<file path="config.mk">
export PLATFORM = sky130hd
export DESIGN_NAME = cl_axil_cfg_bridge_flat
export DESIGN_NICKNAME = d
export VERILOG_FILES = /design/src/rtl/cl_dram_dma_pkg.sv /design/src/rtl/cfg_bus_t.sv /design/src/rtl/cl_axil_cfg_bridge_timer.sv /design/src/rtl/cl_axil_cfg_bridge.sv /design/src/flat_wrapper.sv
export SDC_FILE = /design/constraint.sdc
export NUM_CORES = 1
export LEC_CHECK = 0
export BUFFER_PORTS_ARGS = -buffer_cell sky130_fd_sc_hd__buf_2
export CAP_MARGIN = 20
export CORE_UTILIZATION = 54
export CTS_CLUSTER_SIZE = 24
export DETAILED_ROUTE_END_ITERATION = 7
export PLACE_DENSITY_LB_ADDON = 0.05
export SKIP_CTS_REPAIR_TIMING = 1
export SLEW_MARGIN = 20
export SYNTH_ARGS = -nofsm -noshare
export SYNTH_HDL_FRONTEND = slang
export SYNTH_SLANG_ARGS = --single-unit
</file>
<file path="constraint.sdc">
create_clock -name clk -period 4.48 [get_ports clk]
set_input_delay 1.12 -clock clk [delete_from_list [all_inputs] [get_ports clk]]
set_output_delay 1.12 -clock clk [all_outputs]
set_load 0.005 [all_outputs]
</file>
<file path="src/rtl/cl_dram_dma_pkg.sv">
// Shared types and constants for the CL configuration path.
package cl_dram_dma_pkg;

    localparam logic [1:0] AXI_RESP_OKAY   = 2'b00;
    localparam logic [1:0] AXI_RESP_SLVERR = 2'b10;

    // Only full-word writes are forwarded to the register block.
    localparam logic [3:0] WSTRB_FULL = 4'hF;

    // States of the AXI-Lite to cfg bus bridge.
    typedef enum logic [2:0] {
        BR_IDLE    = 3'd0,
        BR_WR_REQ  = 3'd1,
        BR_WR_WAIT = 3'd2,
        BR_WR_RESP = 3'd3,
        BR_RD_REQ  = 3'd4,
        BR_RD_WAIT = 3'd5,
        BR_RD_RESP = 3'd6
    } cfg_br_state_t;

endpackage

</file>
<file path="src/rtl/cfg_bus_t.sv">
// Simple single-outstanding configuration bus between the bridge and CL
// register responders. The bridge drives address, data and strobes through
// the slave modport; responders answer with ack and read data.
interface cfg_bus_t;
    logic [31:0] addr;
    logic [31:0] wdata;
    logic        wr;
    logic        rd;
    logic        ack;
    logic [31:0] rdata;

    modport slave  (output addr, output wdata, output wr, output rd,
                    input  ack,  input  rdata);
    modport master (input  addr, input  wdata, input  wr, input  rd,
                    output ack,  output rdata);
endinterface

</file>
<file path="src/rtl/cl_axil_cfg_bridge_timer.sv">
// Acknowledge watchdog: counts cycles spent waiting for a cfg ack and flags
// when the wait budget is used up. 16-bit saturating counter.
module cfg_ack_timer #(
    parameter int unsigned TIMEOUT_CYCLES = 256
) (
    input  logic clk,
    input  logic rst_n,
    input  logic clr_i,
    input  logic en_i,
    output logic expired_o
);

    logic [15:0] count_q;
    logic [15:0] count_d;

    // Next count: clear has priority, otherwise count up and stick at all-ones.
    always_comb begin
        // NOTE: every combinational output gets a default first so no path leaves it unassigned (no latch).
        count_d = count_q;
        if (clr_i) begin
            count_d = '0;
        end else if (en_i && (count_q != 16'hFFFF)) begin
            count_d = count_q + 16'd1;
        end
    end

    // Counter register.
    always_ff @(posedge clk or negedge rst_n) begin
        // NOTE: sequential state uses non-blocking assignments so all flops update together at the edge.
        if (!rst_n) begin
            count_q <= '0;
        end else begin
            count_q <= count_d;
        end
    end

    // Expiry is only meaningful while waiting; the last waiting cycle is TIMEOUT_CYCLES-1.
    assign expired_o = en_i && (count_q == 16'(TIMEOUT_CYCLES - 1));

endmodule

</file>
<file path="src/rtl/cl_axil_cfg_bridge.sv">
// AXI4-Lite slave to cfg bus initiator. One access in flight at a time;
// AW and W are captured independently, reads and writes alternate when both
// are pending, and a watchdog forces SLVERR completion if no ack arrives.
module cl_axil_cfg_bridge
    import cl_dram_dma_pkg::*;
#(
    parameter int unsigned TIMEOUT_CYCLES = 256,
    parameter logic [31:0] TIMEOUT_RDATA  = 32'hDEAD_DEAD
) (
    input  logic        clk,
    input  logic        rst_n,

    input  logic [31:0] s_awaddr,
    input  logic        s_awvalid,
    output logic        s_awready,

    input  logic [31:0] s_wdata,
    input  logic [3:0]  s_wstrb,
    input  logic        s_wvalid,
    output logic        s_wready,

    output logic [1:0]  s_bresp,
    output logic        s_bvalid,
    input  logic        s_bready,

    input  logic [31:0] s_araddr,
    input  logic        s_arvalid,
    output logic        s_arready,

    output logic [31:0] s_rdata,
    output logic [1:0]  s_rresp,
    output logic        s_rvalid,
    input  logic        s_rready,

    cfg_bus_t.slave     cfg
);

    cfg_br_state_t state_q, state_d;

    logic        aw_held_q, aw_held_d;
    logic        w_held_q,  w_held_d;
    logic        ar_held_q, ar_held_d;
    logic [31:0] awaddr_q,  awaddr_d;
    logic [31:0] wdata_q,   wdata_d;
    logic [3:0]  wstrb_q,   wstrb_d;
    logic [31:0] araddr_q,  araddr_d;
    logic [1:0]  bresp_q,   bresp_d;
    logic [1:0]  rresp_q,   rresp_d;
    logic [31:0] rdata_q,   rdata_d;
    logic        last_was_wr_q, last_was_wr_d;
    logic        init_q;

    logic aw_fire, w_fire, ar_fire;
    logic wr_elig, rd_elig;
    logic in_idle, in_wr_cmd, in_rd_cmd;
    logic strb_ok;
    logic timer_clr, timer_en, timer_expired;

    assign in_idle   = (state_q == BR_IDLE);
    assign in_wr_cmd = (state_q == BR_WR_REQ) || (state_q == BR_WR_WAIT);
    assign in_rd_cmd = (state_q == BR_RD_REQ) || (state_q == BR_RD_WAIT);
    assign strb_ok   = (wstrb_q == WSTRB_FULL);

    // Readys stay low during reset and its first cycle out, then open in IDLE
    // for any channel not already holding a captured beat.
    assign s_awready = init_q && in_idle && !aw_held_q;
    assign s_wready  = init_q && in_idle && !w_held_q;
    assign s_arready = init_q && in_idle && !ar_held_q;

    assign aw_fire = s_awvalid && s_awready;
    assign w_fire  = s_wvalid  && s_wready;
    assign ar_fire = s_arvalid && s_arready;

    // A beat arriving this cycle counts toward eligibility so an accepted
    // request reaches the cfg bus on the very next cycle.
    assign wr_elig = (aw_held_q || aw_fire) && (w_held_q || w_fire);
    assign rd_elig = ar_held_q || ar_fire;

    // Response channels.
    assign s_bvalid = (state_q == BR_WR_RESP);
    assign s_bresp  = bresp_q;
    assign s_rvalid = (state_q == BR_RD_RESP);
    assign s_rresp  = rresp_q;
    assign s_rdata  = rdata_q;

    // cfg bus: address/data held stable for the whole request/wait window.
    assign cfg.addr  = in_wr_cmd ? awaddr_q : (in_rd_cmd ? araddr_q : 32'h0);
    assign cfg.wdata = in_wr_cmd ? wdata_q  : 32'h0;
    assign cfg.wr    = (state_q == BR_WR_REQ) && strb_ok;
    assign cfg.rd    = (state_q == BR_RD_REQ);

    // The watchdog restarts at each request pulse and runs while waiting.
    assign timer_clr = (state_q == BR_WR_REQ) || (state_q == BR_RD_REQ);
    assign timer_en  = (state_q == BR_WR_WAIT) || (state_q == BR_RD_WAIT);

    cfg_ack_timer #(
        .TIMEOUT_CYCLES (TIMEOUT_CYCLES)
    ) u_timer (
        .clk       (clk),
        .rst_n     (rst_n),
        .clr_i     (timer_clr),
        .en_i      (timer_en),
        .expired_o (timer_expired)
    );

    // Next-state, capture and response logic for the bridge FSM.
    always_comb begin
        state_d       = state_q;
        aw_held_d     = aw_held_q;
        w_held_d      = w_held_q;
        ar_held_d     = ar_held_q;
        awaddr_d      = awaddr_q;
        wdata_d       = wdata_q;
        wstrb_d       = wstrb_q;
        araddr_d      = araddr_q;
        bresp_d       = bresp_q;
        rresp_d       = rresp_q;
        rdata_d       = rdata_q;
        last_was_wr_d = last_was_wr_q;

        unique case (state_q)
            BR_IDLE: begin
                if (aw_fire) begin
                    aw_held_d = 1'b1;
                    awaddr_d  = s_awaddr;
                end
                if (w_fire) begin
                    w_held_d = 1'b1;
                    wdata_d  = s_wdata;
                    wstrb_d  = s_wstrb;
                end
                if (ar_fire) begin
                    ar_held_d = 1'b1;
                    araddr_d  = s_araddr;
                end
                // On contention serve the opposite of the last completed kind.
                if (wr_elig && (!rd_elig || !last_was_wr_q)) begin
                    state_d = BR_WR_REQ;
                end else if (rd_elig) begin
                    state_d = BR_RD_REQ;
                end
            end

            BR_WR_REQ: begin
                if (!strb_ok) begin
                    bresp_d = AXI_RESP_SLVERR;
                    state_d = BR_WR_RESP;
                end else if (cfg.ack) begin
                    bresp_d = AXI_RESP_OKAY;
                    state_d = BR_WR_RESP;
                end else begin
                    state_d = BR_WR_WAIT;
                end
            end

            BR_WR_WAIT: begin
                if (cfg.ack) begin
                    bresp_d = AXI_RESP_OKAY;
                    state_d = BR_WR_RESP;
                end else if (timer_expired) begin
                    bresp_d = AXI_RESP_SLVERR;
                    state_d = BR_WR_RESP;
                end
            end

            BR_WR_RESP: begin
                if (s_bready) begin
                    aw_held_d     = 1'b0;
                    w_held_d      = 1'b0;
                    last_was_wr_d = 1'b1;
                    state_d       = BR_IDLE;
                end
            end

            BR_RD_REQ: begin
                if (cfg.ack) begin
                    rresp_d = AXI_RESP_OKAY;
                    rdata_d = cfg.rdata;
                    state_d = BR_RD_RESP;
                end else begin
                    state_d = BR_RD_WAIT;
                end
            end

            BR_RD_WAIT: begin
                if (cfg.ack) begin
                    rresp_d = AXI_RESP_OKAY;
                    rdata_d = cfg.rdata;
                    state_d = BR_RD_RESP;
                end else if (timer_expired) begin
                    rresp_d = AXI_RESP_SLVERR;
                    rdata_d = TIMEOUT_RDATA;
                    state_d = BR_RD_RESP;
                end
            end

            BR_RD_RESP: begin
                if (s_rready) begin
                    ar_held_d     = 1'b0;
                    last_was_wr_d = 1'b0;
                    state_d       = BR_IDLE;
                end
            end

            default: begin
                state_d = BR_IDLE;
            end
        endcase
    end

    // State and datapath registers.
    always_ff @(posedge clk or negedge rst_n) begin
        if (!rst_n) begin
            // NOTE: captured payload is reset too so the cfg bus and read data show defined values straight out of reset.
            state_q       <= BR_IDLE;
            aw_held_q     <= 1'b0;
            w_held_q      <= 1'b0;
            ar_held_q     <= 1'b0;
            awaddr_q      <= '0;
            wdata_q       <= '0;
            wstrb_q       <= '0;
            araddr_q      <= '0;
            bresp_q       <= AXI_RESP_OKAY;
            rresp_q       <= AXI_RESP_OKAY;
            rdata_q       <= '0;
            last_was_wr_q <= 1'b0;
            init_q        <= 1'b0;
        end else begin
            state_q       <= state_d;
            aw_held_q     <= aw_held_d;
            w_held_q      <= w_held_d;
            ar_held_q     <= ar_held_d;
            awaddr_q      <= awaddr_d;
            wdata_q       <= wdata_d;
            wstrb_q       <= wstrb_d;
            araddr_q      <= araddr_d;
            bresp_q       <= bresp_d;
            rresp_q       <= rresp_d;
            rdata_q       <= rdata_d;
            last_was_wr_q <= last_was_wr_d;
            init_q        <= 1'b1;
        end
    end

endmodule
</file>
<file path="src/flat_wrapper.sv">
// flat-port wrapper written by rule: the top's interface ports become plain ports
module cl_axil_cfg_bridge_flat import cl_dram_dma_pkg::*;
#(
    parameter int unsigned TIMEOUT_CYCLES = 256,
    parameter logic [31:0] TIMEOUT_RDATA  = 32'hDEAD_DEAD
)
  (clk, rst_n, s_awaddr, s_awvalid, s_awready, s_wdata, s_wstrb, s_wvalid, s_wready, s_bresp, s_bvalid, s_bready, s_araddr, s_arvalid, s_arready, s_rdata, s_rresp, s_rvalid, s_rready, cfg_addr, cfg_wdata, cfg_wr, cfg_rd, cfg_ack, cfg_rdata);
  cfg_bus_t cfg_i ();
  input  logic clk;
  input  logic rst_n;
  input  logic [31:0] s_awaddr;
  input  logic s_awvalid;
  output logic s_awready;
  input  logic [31:0] s_wdata;
  input  logic [3:0] s_wstrb;
  input  logic s_wvalid;
  output logic s_wready;
  output logic [1:0] s_bresp;
  output logic s_bvalid;
  input  logic s_bready;
  input  logic [31:0] s_araddr;
  input  logic s_arvalid;
  output logic s_arready;
  output logic [31:0] s_rdata;
  output logic [1:0] s_rresp;
  output logic s_rvalid;
  input  logic s_rready;
  output wire logic [$bits(cfg_i.addr)-1:0] cfg_addr;
  output wire logic [$bits(cfg_i.wdata)-1:0] cfg_wdata;
  output wire logic [$bits(cfg_i.wr)-1:0] cfg_wr;
  output wire logic [$bits(cfg_i.rd)-1:0] cfg_rd;
  input wire logic [$bits(cfg_i.ack)-1:0] cfg_ack;
  input wire logic [$bits(cfg_i.rdata)-1:0] cfg_rdata;
  assign cfg_addr = cfg_i.addr;
  assign cfg_wdata = cfg_i.wdata;
  assign cfg_wr = cfg_i.wr;
  assign cfg_rd = cfg_i.rd;
  assign cfg_i.ack = cfg_ack;
  assign cfg_i.rdata = cfg_rdata;
  cl_axil_cfg_bridge #(.TIMEOUT_CYCLES(TIMEOUT_CYCLES), .TIMEOUT_RDATA(TIMEOUT_RDATA)) u_core (.clk(clk), .rst_n(rst_n), .s_awaddr(s_awaddr), .s_awvalid(s_awvalid), .s_awready(s_awready), .s_wdata(s_wdata), .s_wstrb(s_wstrb), .s_wvalid(s_wvalid), .s_wready(s_wready), .s_bresp(s_bresp), .s_bvalid(s_bvalid), .s_bready(s_bready), .s_araddr(s_araddr), .s_arvalid(s_arvalid), .s_arready(s_arready), .s_rdata(s_rdata), .s_rresp(s_rresp), .s_rvalid(s_rvalid), .s_rready(s_rready), .cfg(cfg_i));
endmodule
</file>
# After elaboration in Yosys (flattened, before gate mapping)
# Cells that the tools add are included.
[word_totals] reg_bits=160 inputBits=140 wordCells=113
[op_classes] n_addsub=1 n_eq_ne=19 mux=37 reduce_logical=42
[ops] operator="$mux W32" count=6
[ops] operator="$pmux W32 S2" count=1
[ops] operator="$mux W16" count=2
[ops] operator="$mux W3" count=9
[ops] operator="$pmux W3 S7" count=1
[ops] operator="$reduce_and A3 Y1" count=6
[ops] operator="$add A16 B1 Y16 const B" count=1
[ops] operator="$eq A16 B8 Y1 const B" count=1
[ops] operator="$ne A16 B16 Y1 const B" count=1
[ops] operator="$logic_and A1 B1 Y1" count=12
[ops] operator="$ne A2 B1 Y1 const B" count=6
[ops] operator="$reduce_bool A2 Y1" count=6
[ops] operator="$mux W2" count=5
[ops] operator="$eq A3 B3 Y1 const B" count=3
[ops] operator="$ne A3 B2 Y1 const B" count=3
[ops] operator="$logic_or A1 B1 Y1" count=8
[ops] operator="$pmux W1 S2" count=4
[ops] operator="$pmux W2 S2" count=2
[ops] operator="$mux W1" count=7
[ops] operator="$eq A3 B2 Y1 const B" count=2
[ops] operator="$reduce_and A2 Y1" count=3
[ops] operator="$logic_not A1 Y1" count=5
[ops] operator="$reduce_and A5 Y1" count=1
[ops] operator="$eq A4 B4 Y1 const B" count=1
[ops] operator="3 further kinds" count=3

# Depth between registers and ports, before layout
# Gate-level depths: netlist (run 1).
[depth] word_depth=10 mapped_depth=7

# Cells and area by module
# From an unflattened synthesis (run 1), not the netlist that was laid out.
[unflattened] cells_unflattened=554 hier_area_um2=7464.7
[by_module_without_submodules] mod="cl_axil_cfg_bridge" instances=1 cells_each=447 area_each_um2=6456.2 seq_area_each_um2=3553.4
[by_module_without_submodules] mod="cfg_ack_timer" instances=1 cells_each=107 area_each_um2=1008.5 seq_area_each_um2=400.4

# Least setup slack after synthesis (run 1)
# No wires, ideal clock.
[synth_path] path_kind="reg2out" start="register u_core.state_q[1]" end="output cfg_addr[10]" t_arrival_ns=1.525 required_ns=3.360 slack_ns=1.835 stages_incl_launch_ff=6 path_buffers=2 cell_sequence="dfrtp_1 buf_2 xnor2_1 nor2_1 clkbuf_1 a22o_1"
[synth_via] elab_chain_len=4 elab_cells_between_ends=8 classes_between="4 x eq/ne; 2 x mux; 2 x reduce/logical"
[synth_rtl] element="start, declared" line_no="cl_axil_cfg_bridge.sv:38" text="cfg_br_state_t state_q, state_d;"
[synth_rtl] element="start signal, assigned" line_no="cl_axil_cfg_bridge.sv:229" text="state_q <= state_d;"
[synth_rtl] element="$eq A3 B3 Y1" line_no="cl_axil_cfg_bridge.sv:61" text="assign in_rd_cmd = (state_q == BR_RD_REQ) || (state_q == BR_RD_WAIT);"
[synth_rtl] element="$logic_or A1 B1 Y1" line_no="cl_axil_cfg_bridge.sv:61"
[synth_rtl] element="$mux W32" line_no="cl_axil_cfg_bridge.sv:87" text="assign cfg.addr = in_wr_cmd ? awaddr_q : (in_rd_cmd ? araddr_q : 32'h0);"
[synth_rtl] element="$mux W32 *" line_no="cl_axil_cfg_bridge.sv:87"
[synth_rtl] element="end, declared" line_no="flat_wrapper.sv:28" text="output wire logic [$bits(cfg_i.addr)-1:0] cfg_addr;"
# Every way passes the cells marked *; elsewhere a longest branch is shown, timed or not.

# Worst setup path in the final report (run 1)
[layout_path] start="register u_core.state_q[0]" end="output cfg_wdata[6]"
[layout_via] elab_chain_len=3 elab_cells_between_ends=4 classes_between="2 x eq/ne; 1 x mux; 1 x reduce/logical"
[layout_rtl] element="$eq A3 B1 Y1 / $eq A3 B2 Y1 (equally long branches)" line_no="cl_axil_cfg_bridge.sv:60" text="assign in_wr_cmd = (state_q == BR_WR_REQ) || (state_q == BR_WR_WAIT);"
[layout_rtl] element="$logic_or A1 B1 Y1 *" line_no="cl_axil_cfg_bridge.sv:60"
[layout_rtl] element="$mux W32 *" line_no="cl_axil_cfg_bridge.sv:88" text="assign cfg.wdata = in_wr_cmd ? wdata_q : 32'h0;"
[layout_rtl] element="end, declared" line_no="flat_wrapper.sv:29" text="output wire logic [$bits(cfg_i.wdata)-1:0] cfg_wdata;"
# Marks and branches as above.

==> impl_summary.txt, run 1 <==
----------------------------------------------------
[Outcome]
  Run status ... finished clean

[Synth]
  Ys Warns ... 0
  Share of async-settable or async-resettable flops after synthesis ... 100%
  Synthesized instance count ... 539
  Post-synthesis area per instance ... 13.0 sq um
  Area share of the leading cell type in the synthesized netlist ... 56.3%
  Cell type contributing the most total cell area after synthesis ... sky130_fd_sc_hd__dfrtp_1
  Commonest register cell after synthesis ... sky130_fd_sc_hd__dfrtp_1
  Number of enable flip-flop cells after synthesis ... 0
  #FFs+latches synth ... 158
  Part of the Yosys area used for sequential elements ... 56.3%
  Yosys cell types ... 58
  Leading cell types by total area after synthesis ... sky130_fd_sc_hd__dfrtp_1 (56%), sky130_fd_sc_hd__mux2_2 (16%), sky130_fd_sc_hd__a22o_1 (4.1%)
  Synthesized cell area ... 7020 sq um

[Final layout]
  NumNets Final ... 914
  Most used cells in the layout excluding fill and tap cells ... sky130_fd_sc_hd__buf_2 (243), sky130_fd_sc_hd__dfrtp_1 (158), sky130_fd_sc_hd__mux2_2 (100), sky130_fd_sc_hd__a22o_1 (33), sky130_fd_sc_hd__and2_1 (33)
  Filler Cell Count ... 953
  Fraction of layout cells with a size suffix above 1 ... 52.3%
  Most frequent standard cell in the layout excluding fill and tap cells ... sky130_fd_sc_hd__buf_2
  Register area ... 3950 sq um
  Combined area of the multi-input logic cells ... 2860 sq um
  Area grow syn2layout ... 27.5%
  Fin util ... 70.6%

[Worst setup path]
  Worst reg2reg setup slack ... 1.89 ns
  Largest fanout on the critical path ... 45
  Cell type group with the largest total delay on the critical path ... flip-flops
  Critical path launch point ... u_core.state_q[0]$_DFFE_PN0P_
  Worst setup EP type ... output pin
  Cell with the largest stage delay on the worst path ... sky130_fd_sc_hd__dfrtp_1
  Reg-to-reg critical path startpoint ... u_core.u_timer.count_q[10]$_DFFE_PN0P_
  Category of the worst setup path launch point ... flop
  Cells along the critical path ... xnor2_1 -> nor2_4 -> buf_4 -> and2_1 -> buf_2
  Number of cells traversed by the worst register-to-register path ... 5
  Highest cell delay on the worst timing path ... 0.67 ns
  Required time of the worst setup path ... 3.36 ns
  Crit path buffers/inverters ... 2
  Arrival time of data at the critical path endpoint ... 2.53 ns
  Crit path depth ... 5
  Capturing element of the worst setup path ... cfg_wdata[6]
  Critical setup path kind ... flop to output pin
  Reg-to-reg endpoint ... u_core.s_rdata[18]$_DFFE_PN0P_

[Clock network]
  Clock-pin slew on the worst setup and hold paths ... 0.06 ns
  Clock tree from TritonCTS ... yes
  Deepest clock path buffer count ... 2
  Number of H-tree branching levels ... 4
  Master cell of the clock root buffer ... sky130_fd_sc_hd__clkbuf_16
  Total clock buffers created by CTS ... 17
  Clock latency at the later pin of the worst-skew pair ... 0.42 ns
  Clock sink total ... 158

[Die]
  Initial cell density of the core ... 55.4%
  Die width ... 116 microns
  Die Height ... 116 microns
  I/O pin count ... 247
  Placeable core area ... 12700 sq um
  DIE AREA ... 13500 sq um
  Number of placement rows ... 41

[Detailed routing]
  Post-DR vias/cell ... 5.46
  Drt drc ... 0
  Antenna Violating Nets Remaining ... 0
  Routed Wire Length ... 16600 microns
  Drt first pass iters ... 5
  Routed vias ... 5240
  Count of routing violations after the opening detailed-route iteration ... 348
  Drt wl/cell ... 17.3 microns

[Power and ir drop]
  Power Total ... 6.08 mW
  Power per standard cell area ... 679 nW/um^2
  Highest ir drop seen on vdd ... 0.000416 V
  Leak ... 4.41 nW

[GRT]
  Initial antenna violation count ... 1
  First-pass GRT wire length ... 25700 microns
  Global-route usage over all layers ... 25.2%
  Vias in the first global route ... 5192
  Pin count of the biggest net entering global routing ... 112
  Remaining global-route overflow ... 0

[STA]
  Measured slew at the worst slew-check pin ... 1.01 ns
  Final Critical Period ... 3.65 ns
  Final max-slew violation count ... 0
  Number of failing setup endpoints in the final timing report ... 0
  Maximum frequency from static timing analysis ... 274 MHz
  Unrepaired setup endpoints after global routing ... no
  Share of the clock period used by the worst path ... 81.6%
  Largest clock skew in the final design ... 0.00757 ns
  Final count of hold timing violations ... 0
  Worst slew slack as a fraction of its limit ... 32.5%
  Total negative slack ... 0 ns

[Place]
  Number of buffer cells added on primary ports ... 244
  Post-detailed-placement half-perimeter wirelength ... 11600 microns
  Placer Congestion ... 0.787

[Job]
  Max Cap Violations ... 0

[Hold path]
  Type of the tightest min-delay check ... flop to flop

----------------------------------------------------
==> synth_stat cells (all sizes together), types with 2 or more instances <==
library cell,number
nand3,6
inv,3
nor2,25
and3,3
nand2b,3
and2,33
nand3b,2
o21ai,7
mux2i,4
a31oi,2
a32o,11
nor4b,2
nor3b,2
clkbuf,16
xnor2,7
mux2,100
buf,20
dfrtp,158
nand2,27
a21o,3
o211ai,2
a21oi,10
a211oi,2
o32a,22
nor3,4
nor4,5
conb,2
or4,2
a22o,34
nand4,4
==> sequential cells by signal, summed over array words and instances (netlist names) <==
name                    flops
u_core.ar_held_q            1
u_core.araddr_q            32
u_core.aw_held_q            1
u_core.awaddr_q            32
u_core.init_q               1
u_core.last_was_wr_q        1
u_core.s_bresp              1
u_core.s_rdata             32
u_core.s_rresp              1
u_core.state_q              3
u_core.u_timer.count_q     16
u_core.w_held_q             1
u_core.wdata_q             32
u_core.wstrb_q              4
==> routing by layer <==
layer / track usage (%) / part of all wire (%) / up-vias
met5: 0 / 0 / -
met4: 7.69 / 0.87 / 0
met3: 7.64 / 6.6 / 9
met2: 41.5 / 50 / 178
met1: 32.0 / 43 / 2591
li1: - / - / 2462
==> logic make-up (layout without fill, tap and decap cells) <==
group | Yosys count | after routing | share of synthesized area, %
flip-flops | 158 | 158 | 56.3
AND/OR/NAND/NOR | 123 | 123 | 9.68
AO/OA/AOI/OAI | 105 | 105 | 13.1
multiplexers | 104 | 104 | 16.6
buffers and inverters | 39 | 285 | 3.14
XOR/XNOR | 7 | 7 | 0.873
other | 2 | 5 | 0.107
adder cells (fa/ha/maj) | 1 | 1 | 0.178
==> final cells by class <==
| class | count | area share (%) |
|---|---|---|
| clock buffer | 20 | 4.99 |
| antenna | 2 | 0.0559 |
| clock inverter | 12 | 2.07 |
| tap | 172 | 2.41 |
| timing repair buffer | 250 | 14.2 |
| multi-input combinational | 343 | 31.9 |
| sequential | 158 | 44.2 |
| inverter | 3 | 0.126 |
==> through the flow <==
stage	hold WS (ns)	setup WS (ns)	instance area [sq um]	std cells
floorplan	0.463	1.84	7020	540
global placement	0.472	1.29	8310	926
detailed placement	0.476	1.26	8310	926
CTS	0.490	0.795	8940	958
global route	0.496	0.595	8940	959
finish	0.487	0.826	8950	960
==> power breakdown <==
part           internal (mW)  total [mW]  switching (mW)
Sequential              2.05        2.44           0.396
Combinational           1.14        2.11           0.970
Clock                  0.952        1.52           0.570
==> worst min-delay path by stage <==
stage                                  endpoint  depth (start not counted)  slack, ns                             start
3_3_place_gp      u_core.s_rdata[6]$_DFFE_PN0P_                          1       0.47     u_core.s_rdata[6]$_DFFE_PN0P_
2_1_floorplan  u_core.last_was_wr_q$_DFFE_PN0P_                          2       0.46  u_core.last_was_wr_q$_DFFE_PN0P_
6_report          u_core.s_rdata[6]$_DFFE_PN0P_                          1       0.49     u_core.s_rdata[6]$_DFFE_PN0P_
5_1_grt           u_core.s_rdata[2]$_DFFE_PN0P_                          1       0.50     u_core.s_rdata[2]$_DFFE_PN0P_
4_1_cts           u_core.s_rdata[4]$_DFFE_PN0P_                          1       0.49     u_core.s_rdata[4]$_DFFE_PN0P_
3_5_place_dp      u_core.s_rdata[2]$_DFFE_PN0P_                          1       0.48     u_core.s_rdata[2]$_DFFE_PN0P_
Note: power is estimated with default switching activity, not from simulation.
==> inputs of run 2 (changes only) <==
--- a/config.mk
+++ b/config.mk
@@ -7,7 +7,7 @@
 export LEC_CHECK = 0
 export BUFFER_PORTS_ARGS = -buffer_cell sky130_fd_sc_hd__buf_2
 export CAP_MARGIN = 20
-export CORE_UTILIZATION = 54
+export CORE_UTILIZATION = 45
 export CTS_CLUSTER_SIZE = 24
 export DETAILED_ROUTE_END_ITERATION = 7
 export PLACE_DENSITY_LB_ADDON = 0.05
==> constraint.sdc (replaced) <==
create_clock -name clk -period 3 [get_ports clk]
set_input_delay 0.75 -clock clk [delete_from_list [all_inputs] [get_ports clk]]
set_output_delay 0.75 -clock clk [all_outputs]
set_load 0.005 [all_outputs]
==> impl_summary.txt, run 2 (same netlist as run 1, synthesis figures left out) <==
----------------------------------------------------
[Final layout]
  Most used cells in the layout excluding fill and tap cells ... sky130_fd_sc_hd__buf_2 (243), sky130_fd_sc_hd__dfrtp_1 (158), sky130_fd_sc_hd__mux2_2 (100), sky130_fd_sc_hd__a22o_1 (33), sky130_fd_sc_hd__and2_1 (33)
  Area grow syn2layout ... 28.2%
  Fraction of layout cells with a size suffix above 1 ... 52.7%
  Design Area, Final ... 9000 sq um
  Most frequent standard cell in the layout excluding fill and tap cells ... sky130_fd_sc_hd__buf_2
  NumNets Final ... 919

[Die]
  Number of placement rows ... 45
  Placeable core area ... 15200 sq um
  DIE AREA ... 16100 sq um
  I/O pin count ... 247
  Die Height ... 127 microns
  Die width ... 127 microns
  Initial cell density of the core ... 46.2%

[Job]
  Max Cap Violations ... 0

[Worst setup path]
  Largest fanout on the critical path ... 54
  Worst reg2reg setup slack ... 0.73 ns
  Crit path buffers/inverters ... 2
  Worst setup EP type ... output pin
  Critical setup path kind ... flop to output pin
  Reg-to-reg critical path startpoint ... u_core.state_q[2]$_DFFE_PN0P_
  Number of cells traversed by the worst register-to-register path ... 5
  Reg-to-reg endpoint ... u_core.u_timer.count_q[11]$_DFFE_PN0P_
  Category of the worst setup path launch point ... flop
  Cell type group with the largest total delay on the critical path ... flip-flops
  Required time of the worst setup path ... 2.25 ns
  Highest cell delay on the worst timing path ... 0.60 ns
  Arrival time of data at the critical path endpoint ... 2.06 ns
  Cells along the critical path ... xnor2_1 -> nor2_4 -> buf_12 -> a22o_1 -> buf_2
  Cell with the largest stage delay on the worst path ... sky130_fd_sc_hd__dfrtp_1

[STA]
  Final count of hold timing violations ... 0
  Worst slew slack as a fraction of its limit ... 47.7%
  Number of failing setup endpoints in the final timing report ... 0
  Unrepaired setup endpoints after global routing ... no
  Largest clock skew in the final design ... 0.0119 ns
  Share of the clock period used by the worst path ... 93.7%
  Final max-slew violation count ... 0
  Measured slew at the worst slew-check pin ... 0.784 ns
  Maximum frequency from static timing analysis ... 356 MHz
  Worst hold slack ... 0.287 ns
  Total negative slack ... 0 ns
  Final Critical Period ... 2.81 ns

[Clock network]
  Clock tree from TritonCTS ... yes
  Deepest clock path buffer count ... 2
  Total clock buffers created by CTS ... 17
  Number of H-tree branching levels ... 4
  Clock-pin slew on the worst setup and hold paths ... 0.07 ns
  Master cell of the clock root buffer ... sky130_fd_sc_hd__clkbuf_16
  Clock sink total ... 158
  Clock latency at the later pin of the worst-skew pair ... 0.42 ns

[Detailed routing]
  Count of routing violations after the opening detailed-route iteration ... 207
  Routed vias ... 5325
  Routed Wire Length ... 17100 microns
  Drt wl/cell ... 17.4 microns
  Antenna Violating Nets Remaining ... 0
  Drt drc ... 0
  Drt first pass iters ... 4
  Post-DR vias/cell ... 5.43

[GRT]
  Vias in the first global route ... 5406
  Global-route usage over all layers ... 21.7%
  Pin count of the biggest net entering global routing ... 61
  Initial antenna violation count ... 4
  First-pass GRT wire length ... 27000 microns
  Remaining global-route overflow ... 0

[Place]
  Post-detailed-placement half-perimeter wirelength ... 12200 microns
  Placer Congestion ... 0.781
  Number of buffer cells added on primary ports ... 244
  Placed cell area ... 8400 sq um

[Power and ir drop]
  Power Total ... 9.01 mW
  Highest ir drop seen on vdd ... 0.000420 V
  Power per standard cell area ... 1000 nW/um^2
  Leak ... 4.42 nW

[Hold path]
  Type of the tightest min-delay check ... input pin to asynchronous set/reset pin

[Outcome]
  Run status ... finished clean

----------------------------------------------------
==> run 2: per-layer routing <==
layer	vias up	global-route usage [%]	share of wire (%)
met2	200	36.0	48
met5	-	0	0.076
met4	2	8.82	2.1
li1	2464	-	-
met3	29	6.58	6.8
met1	2630	26.3	42
==> run 2: worst max path at each step <==
stage                     slack, ns  cells after the start                           from       endpoint
after floorplan                0.73                      5  u_core.state_q[1]$_DFFE_PN0P_   cfg_addr[10]
after global placement         0.59                      3  u_core.state_q[2]$_DFFE_PN0P_    cfg_addr[1]
after detailed placement       0.55                      3  u_core.state_q[2]$_DFFE_PN0P_    cfg_addr[1]
after CTS                       0.1                      3  u_core.state_q[2]$_DFFE_PN0P_    cfg_addr[1]
after global routing           0.04                      5  u_core.state_q[1]$_DFFE_PN0P_  cfg_wdata[28]
final                          0.19                      5  u_core.state_q[1]$_DFFE_PN0P_   cfg_addr[25]
==> run 2: layout make-up <==
class,instances,area [sq um]
Clock inverter,14,159
Fill cell,1276,6200
Multi-Input combinational cell,343,2860
Tap cell,188,235
Clock buffer,18,429
Inverter,3,11.3
Antenna cell,2,5.00
Timing Repair Buffer,255,1350
Sequential cell,158,3950
==> run 2: power by group <==
part	internal [mW]	total, mW	leakage [nW]	switching (mW)
logic	1.78	3.26	2.22	1.48
registers	3.06	3.61	1.94	0.556
clock network	1.24	2.14	0.264	0.902
total	6.08	9.01	4.42	2.94
==> run 2: metrics by stage <==
step	util, %	setup slack (ns)	cells
after global routing	59.2	0.0418	981
after detailed placement	55.3	0.550	947
final	59.2	0.189	981
after CTS	59.2	0.0974	979
after floorplan	-	0.725	540
after global placement	55.3	0.589	947
